### src/rtl/game_ctrl.sv
// Maze game sequencer: keypad edge detection, idle/countdown/play/result FSM,
// play timer and frame select for the dot-matrix datapath.
module game_ctrl #(
  parameter int PLAY_TIME = 30,
  parameter int COUNT_S   = 3,
  parameter int HOLD_S    = 5
) (
  input  logic        clk,
  input  logic        reset,
  input  logic        tick_1s,
  input  logic [11:0] key,
  input  logic        collision,
  input  logic        goal,
  output logic [3:0]  move_req,
  output logic        player_rst,
  output logic [1:0]  disp_mode,
  output logic [5:0]  time_left,
  output logic [2:0]  state,
  output logic        beep,
  output logic        timeover
);

  typedef enum logic [2:0] {
    IDLE      = 3'd0,
    COUNTDOWN = 3'd1,
    PLAY      = 3'd2,
    SUCCESS   = 3'd3,
    FAIL      = 3'd4
  } state_t;

  state_t      state_q, state_n;
  logic [11:0] key_prev;
  logic [11:0] rise;
  logic [3:0]  sec_cnt, sec_n;
  logic [5:0]  time_n;
  logic [3:0]  move_n;
  logic        prst_n, beep_n, tover_n;
  logic [1:0]  disp_n;

  assign rise  = key & ~key_prev;
  assign state = state_q;

  always_ff @(posedge clk) begin
    if (!reset) begin
      state_q    <= IDLE;
      key_prev   <= 12'hFFF;
      sec_cnt    <= 4'd0;
      time_left  <= 6'(PLAY_TIME);
      move_req   <= 4'd0;
      player_rst <= 1'b0;
      beep       <= 1'b0;
      timeover   <= 1'b0;
      disp_mode  <= 2'd0;
    end else begin
      state_q    <= state_n;
      key_prev   <= key;
      sec_cnt    <= sec_n;
      time_left  <= time_n;
      move_req   <= move_n;
      player_rst <= prst_n;
      beep       <= beep_n;
      timeover   <= tover_n;
      disp_mode  <= disp_n;
    end
  end

  always_comb begin
    state_n = state_q;
    sec_n   = sec_cnt;
    time_n  = time_left;
    move_n  = 4'd0;
    prst_n  = 1'b0;
    beep_n  = 1'b0;
    tover_n = timeover;
    unique case (state_q)
      IDLE: begin
        time_n = 6'(PLAY_TIME);
        if (rise[4]) begin
          state_n = COUNTDOWN;
          sec_n   = 4'(COUNT_S);
          prst_n  = 1'b1;
          beep_n  = 1'b1;
        end
      end
      COUNTDOWN: begin
        // A false start wins over a tick arriving in the same cycle.
        if (|rise) begin
          state_n = FAIL;
          tover_n = 1'b0;
          sec_n   = 4'(HOLD_S);
          beep_n  = 1'b1;
        end else if (tick_1s) begin
          beep_n = 1'b1;
          sec_n  = sec_cnt - 4'd1;
          if (sec_cnt == 4'd1) state_n = PLAY;
        end
      end
      PLAY: begin
        if (collision) begin
          state_n = FAIL;
          tover_n = 1'b0;
          sec_n   = 4'(HOLD_S);
          beep_n  = 1'b1;
        end else if (goal) begin
          state_n = SUCCESS;
          sec_n   = 4'(HOLD_S);
          beep_n  = 1'b1;
        end else if (tick_1s && time_left == 6'd1) begin
          state_n = FAIL;
          time_n  = 6'd0;
          tover_n = 1'b1;
          sec_n   = 4'(HOLD_S);
          beep_n  = 1'b1;
        end else begin
          if (tick_1s && time_left != 6'd0) time_n = time_left - 6'd1;
          if (rise[1])      move_n = 4'b0001;
          else if (rise[7]) move_n = 4'b0010;
          else if (rise[3]) move_n = 4'b0100;
          else if (rise[5]) move_n = 4'b1000;
        end
      end
      SUCCESS, FAIL: begin
        if (tick_1s) begin
          sec_n = sec_cnt - 4'd1;
          if (sec_cnt == 4'd1) begin
            state_n = IDLE;
            tover_n = 1'b0;
            time_n  = 6'(PLAY_TIME);
          end
        end
      end
      default: state_n = IDLE;
    endcase
  end

  always_comb begin
    disp_n = 2'd0;
    unique case (state_n)
      IDLE:      disp_n = 2'd0;
      COUNTDOWN: disp_n = 2'd1;
      PLAY:      disp_n = 2'd1;
      SUCCESS:   disp_n = 2'd2;
      FAIL:      disp_n = 2'd3;
      default:   disp_n = 2'd0;
    endcase
  end

endmodule
### config.mk
export PLATFORM = sky130hd
export DESIGN_NAME = game_ctrl
export DESIGN_NICKNAME = d
export VERILOG_FILES = /design/src/rtl/game_ctrl.sv
export SDC_FILE = /design/constraint.sdc
export NUM_CORES = 1
export LEC_CHECK = 0
export BUFFER_PORTS_ARGS = -buffer_cell sky130_fd_sc_hd__buf_2
export CORE_AREA = 2 2 61 63
export CTS_CLUSTER_SIZE = 30
export DETAILED_ROUTE_END_ITERATION = 6
export DIE_AREA = 0 0 63 65
export PLACE_DENSITY = 0.86
export SYNTH_ARGS = -nofsm -noshare
export SYNTH_HDL_FRONTEND = slang
export SYNTH_SLANG_ARGS = --single-unit
### constraint.sdc
create_clock -name clk -period 2 [get_ports clk]
set_input_delay 0.2 -clock clk [delete_from_list [all_inputs] [get_ports clk]]
set_output_delay 0.2 -clock clk [all_outputs]
set_load 0.005 [all_outputs]
Word-level counts from Yosys, hierarchy flattened --
Cells that the tools add are included.
Word-level totals: logic and storage cells 99, input bits 17, register bits 34, output and inout port bits 18
Cells by class: bitwise operators 4, reduce and logical (&&, ||, !) cells 18, add/sub/neg operators 2, equal/unequal tests 20, multiplexer cells 43
Operator list (number):
- two-way mux 6 bit | 6
- two-way mux 3 bit | 10
- two-way mux 4 bit | 7
- case mux 6 bit (3 select lines) | 1
- case mux 4 bit (4 select lines) | 1
- two-way mux 1 bit | 13
- bitwise AND 12 bit | 1
- equality test 3 x 2 -> 1 bit (second input constant) | 4
- inequality test 2 bit (second input constant) | 6
- NOT 12 bit | 1
- case mux 3 bit (4 select lines) | 1
- AND reduction 6 bit | 2
- OR reduction 12 bit | 1
- inequality test 3 bit (second input constant) | 3
- OR reduction 8 bit | 1
- OR reduction 7 bit | 1
- equality test 3 x 1 -> 1 bit (second input constant) | 2
- equality test 3 bit (second input constant) | 2
- equality test 6 x 1 -> 1 bit (second input constant) | 1
- case mux 1 bit (3 select lines) | 2
- case mux 2 bit (3 select lines) | 1
- nonzero test 3 bit | 2
- nonzero test 6 bit | 1
- OR reduction 6 bit | 1
- other kinds (13) | 16

Longest topological paths before layout --
word-level depth 9, mapped depth 7, mapped depth without buffers 7

Worst setup path before layout --
No wires, ideal clock.
kind register to register, start register sec_cnt[0], end register time_left[5], arrival 1.723 ns, path buffers 0, stages on the path, launching flop included 7, required time 1.930 ns, library setup time 0.070 ns, clock period less this slack 1.792 ns, slack 0.208 ns, cell sequence dfxtp_1 > ha_1 > or4bb_1 > o21ai_2 > o211ai_4 > or3_1 > a21oi_1
Between the ends: longest elaborated chain between the ends 3
RTL lines:
- start, declared | line 34 | logic [3:0] sec_cnt, sec_n;
- start signal, assigned | line 57 | sec_cnt <= sec_n;
- equality test 4 x 1 -> 1 bit | line 125 | if (sec_cnt == 4'd1) begin
- inequality test 2 bit (no source line)
- AND reduction 6 bit (no source line)
- end signal, assigned | line 48 | time_left <= 6'(PLAY_TIME);
- end signal, assigned | line 58 | time_left <= time_n;
- end, declared | line 17 | output logic [5:0] time_left,
No other way between the ends. A chain may end at the register's enable or synchronous reset.

Worst setup path after layout --
start register state_q[2] (netlist: state[2]), end register move_req[2]
Between the ends: longest elaborated chain between the ends 3
RTL lines:
- start, declared | line 31 | state_t state_q, state_n;
- start signal, assigned | line 55 | state_q <= state_n;
- equality test 3 x 2 -> 1 bit | line 75 | unique case (state_q)
- NOT 1 bit (no source line)
- OR reduction 7 bit (no source line)
- end signal, assigned | line 59 | move_req <= move_n;
- end, declared | line 14 | output logic [3:0] move_req,
No other way between the ends.

==> impl.org <==
** Timing
- Final hold viol count :: 0
- The number of max-slew violations in the final report was 0.
- Period minus WS final :: 1.91 ns
- For the pin with the worst max-slew slack, the measured transition is 0.563 ns.
- Setup repair after global routing could not meet its margin everywhere.
- Fraction of the cycle the final worst path needs :: 95.3%
- Normalized max-slew margin :: 62.1%
- Adding up every negative setup slack in the final design gives 0 ns.
- Fin Clk Skew :: 0.0119 ns
- Setup violations remaining at the end of the flow were counted as 0.
- Final critical-path setup slack :: 0.0950 ns
- Static timing analysis puts the maximum clock frequency at 525 MHz.

** Final layout
- Final Util :: 60.7%
- In the final layout, the share of cells above drive strength 1 is 27.7%.
- Number of antenna diodes :: 0
- Fillers :: 312
- Number of nets in the finished design :: 271
- Compared with the post-synthesis result, the final layout area differs by 22.5%.

** Setup path
- For the worst setup path, the data required time is 2.27 ns.
- Critical path cell sequence :: or4b_1, a311oi_4, buf_4, nand3_1, nor3b_1
- Critical Path Stages :: 5
- Following the worst setup path forward leads to its endpoint at move_req[2].
- Of all nets on the critical path, the largest fanout is 7.
- Worst EP arrival :: 2.18 ns
- Worst Setup End Kind :: flop
- Largest stage delay, worst path :: 0.65 ns
- Counting both buffers and inverters, the worst setup path holds a total of 1.
- In this run the critical register-to-register path is captured at move_req[2].
- In this run the critical register-to-register path is launched from state[2].
- The setup path with the least slack is of type reg -> reg.
- Among all stages on the critical path, the largest delay is contributed by sky130_fd_sc_hd__or4b_1.
- The worst setup path is launched from a flop.
- On the critical path the largest part of the delay comes from simple AND/OR/NAND/NOR gates.
- Worst reg-to-reg setup slack :: 0.09 ns
- Tracing the worst setup path back leads to its startpoint at state[2].
- The worst register-to-register path has a depth of 5.

** Worst hold path
- The path class of the tightest hold or removal check is in -> reg.

** Placed design
- Weighted congestion reported at the end of routability-driven placement :: 0.878
- Post-place setup slack :: 0.0368 ns
- Detailed placement finished with a half-perimeter wire length of 2870 µm.
- Number of input and output port buffers inserted :: 34

** Detailed routing
- In the final routed layout, each cell accounts on average for 12.9 µm.
- In this run, the number of DRC markers left after iteration 0 of detailed routing was 126.
- The first TritonRoute pass finished after 4 iterations.
- Across all layers, the routed design uses 1620 vias.
- Dividing the detail-routed via count by the number of cells gives 5.45.
- Routed Antenna Nets :: 0
- After detailed routing, the total wire length is 3830 µm.
- DRC :: 0

** Logic synthesis
- Distinct cell type count after synthesis :: 54
- Summing every instance area after synthesis gives 1730 µm².
- Area fraction of the dominant cell type after synthesis :: 39.3%
- Seq/Total Area, Yosys :: 39.3%
- Number of register bits inferred by synthesis :: 34
- Fraction of registers with async set or reset after synthesis :: 0%
- Post-synth top flop :: sky130_fd_sc_hd__dfxtp_1
- Synthesized instance count :: 202
- Yosys printed 0 warnings.
- The biggest area contributor in the post-synthesis netlist is sky130_fd_sc_hd__dfxtp_1.
- When the netlist entered floorplanning its net count stood at 224.
- A synthesized cell averages 8.58 µm².
- After synthesis, the most frequently instantiated cells are sky130_fd_sc_hd__dfxtp_1, sky130_fd_sc_hd__nand2b_1, sky130_fd_sc_hd__nor2_1.
- Post-synth EDFFs :: 0
- Ranked by total cell area, the synthesized netlist is headed by sky130_fd_sc_hd__dfxtp_1, sky130_fd_sc_hd__nand2b_1, sky130_fd_sc_hd__a21oi_1.
- Yosys instantiated no cell more often than sky130_fd_sc_hd__dfxtp_1.

** Pwr
- The clock network accounts for 27.6% of the total power.
- Per report_power, the sequential group accounts for 58.2% of the total.
- The worst-case IR drop observed on VDD is 0.000384 V.
- NetSw :: 321 µW
- Cell internal power was estimated by the tool at 908 µW.
- Switch share :: 26.1%
- In this run the power density over the cells is 579 nW/µm².
- Leakage power of the design :: 0.914 nW
- Part of the total power dissipated in combinational logic :: 14.2%
- Power, Total :: 1.23 mW

** CTS
- Number of H-tree branching levels :: 2
- Worst-skew pair later-pin latency :: 0.34 ns
- TritonCTS built the clock tree.
- Hold repair after CTS inserted 0 buffers.
- After clock tree synthesis, the clock-pin slew on the worst setup and hold paths is 0.10 ns.
- Largest buffer count on any clock path :: 2
- The clock drives 34 sinks.
- Buffers inserted during clock tree synthesis total 5.
- Clock root cell :: sky130_fd_sc_hd__clkbuf_4

** Floorplanning
- Measured along the y axis, the die boundary spans 65 µm.
- The region available for standard cell placement spans 3500 µm².
- Die outline area :: 4100 µm²
- Chip width :: 63 µm
- FP Rows :: 22
- Initial core utilization :: 49.6%
- 35 I/O pins were placed.

** GRT
- The total overflow left after global routing is 0.
- Number of antenna violations at the first check in global routing :: 0
- Global routing used 20.3% of the available tracks across all layers.
- The via count of the first global-routing pass was 1507.
- Entering global routing, the biggest net connects 28 pins.
- The first global-routing pass estimated 6500 µm of wire.

** Run
- Across the run, the number of max-cap violations was 0.

** Run status
- Status :: completed
## placed cells by master, fill, tap and decap left out, types with 4 or more instances in the layout
| master | count |
|---|---|
| sky130_fd_sc_hd__nand2b_1 | 19 |
| sky130_fd_sc_hd__nor2b_1 | 5 |
| sky130_fd_sc_hd__buf_2 | 34 |
| sky130_fd_sc_hd__buf_4 | 13 |
| sky130_fd_sc_hd__inv_1 | 11 |
| sky130_fd_sc_hd__clkbuf_4 | 5 |
| sky130_fd_sc_hd__o211ai_1 | 4 |
| sky130_fd_sc_hd__nor2_1 | 18 |
| sky130_fd_sc_hd__dfxtp_1 | 33 |
| sky130_fd_sc_hd__nor3b_1 | 4 |
| sky130_fd_sc_hd__nand3_1 | 4 |
| sky130_fd_sc_hd__a21oi_1 | 14 |
| sky130_fd_sc_hd__o21ai_0 | 10 |
| sky130_fd_sc_hd__nand2_1 | 17 |
| sky130_fd_sc_hd__ha_1 | 5 |
## power by group through the flow
stage | logic (mW) | registers [mW] | clock network [mW]
floorplan | 0.107 | 0.729 | 0
global placement | 0.159 | 0.729 | 0
detailed placement | 0.165 | 0.730 | 0
CTS | 0.166 | 0.715 | 0.349
global route | 0.195 | 0.719 | 0.385
finish | 0.175 | 0.715 | 0.340
## tightest hold or removal path, delay by kind of cell
| kind | cells | cell delay (ns) |
|---|---|---|
| and+or+nand+nor | 1 | 0.05 |
| buffers and inverters | 2 | 0.11 |
## layer usage
layer,track usage (%),up-vias,share of wire [%]
met5,0,-,0
li1,-,810,-
met4,11.1,0,1.1
met3,4.86,4,5.3
met1,24.4,760,46
met2,33.4,46,48
## cells by family (layout without fill, tap and decap cells)
| family | count (synthesis) | in the layout | synth area share, % |
|---|---|---|---|
| AOI/OAI and AO/OA | 50 | 51 | 21.2 |
| xor gates and xnor gates | 4 | 4 | 2.02 |
| adders and majority gates | 5 | 5 | 3.61 |
| buffers and inverters | 19 | 65 | 4.26 |
| DFF | 34 | 34 | 39.3 |
| muxes | 1 | 1 | 0.578 |
| and+or+nand+nor | 89 | 89 | 29.0 |
## final cells by class
class / instances / area, µm² / share of cell area (%)
Tap cell: 48 / 60.1 / 2.83
Timing Repair Buffer: 47 / 268 / 12.6
Multi-Input combinational cell: 150 / 1020 / 48.2
Sequential cell: 34 / 682 / 32.1
Clock buffer: 5 / 37.5 / 1.77
Clock inverter: 2 / 10.0 / 0.472
Inverter: 11 / 41.3 / 1.95
## worst min-delay path by stage
stage / start / to / slack, ns / cells after the start
3_5_place_dp: key[9] / key_prev[9] / 0.39 / 3
5_1_grt: key[9] / key_prev[9] / 0.05 / 3
6_report: key[9] / key_prev[9] / 0.04 / 3
2_1_floorplan: key[9] / key_prev[9] / 0.30 / 2
4_1_cts: key[9] / key_prev[9] / 0.04 / 3
3_3_place_gp: key[9] / key_prev[9] / 0.39 / 3
## registers in the layout, summed over array words and instances (netlist names)
register	count
state	3
time_left	6
move_req	4
disp_mode	2
beep	1
timeover	1
key_prev	12
sec_cnt	4
player_rst	1
## metrics by stage
| step | std cells | hold WS, ns | cell area, µm² |
|---|---|---|---|
| 2_1_floorplan | 202 | 0.297 | 1730 |
| 3_3_place_gp | 287 | 0.390 | 2010 |
| 3_5_place_dp | 287 | 0.392 | 2010 |
| 4_1_cts | 294 | 0.0364 | 2060 |
| 5_1_grt | 297 | 0.0453 | 2120 |
| 6_report | 297 | 0.0442 | 2120 |
## timing repair
item	4_1_cts	5_1_grt
gates resized for setup	0	8
endpoints found under the setup margin	0	6
setup buffers	0	2
No activity file was read; power rests on OpenSTA's default activity.
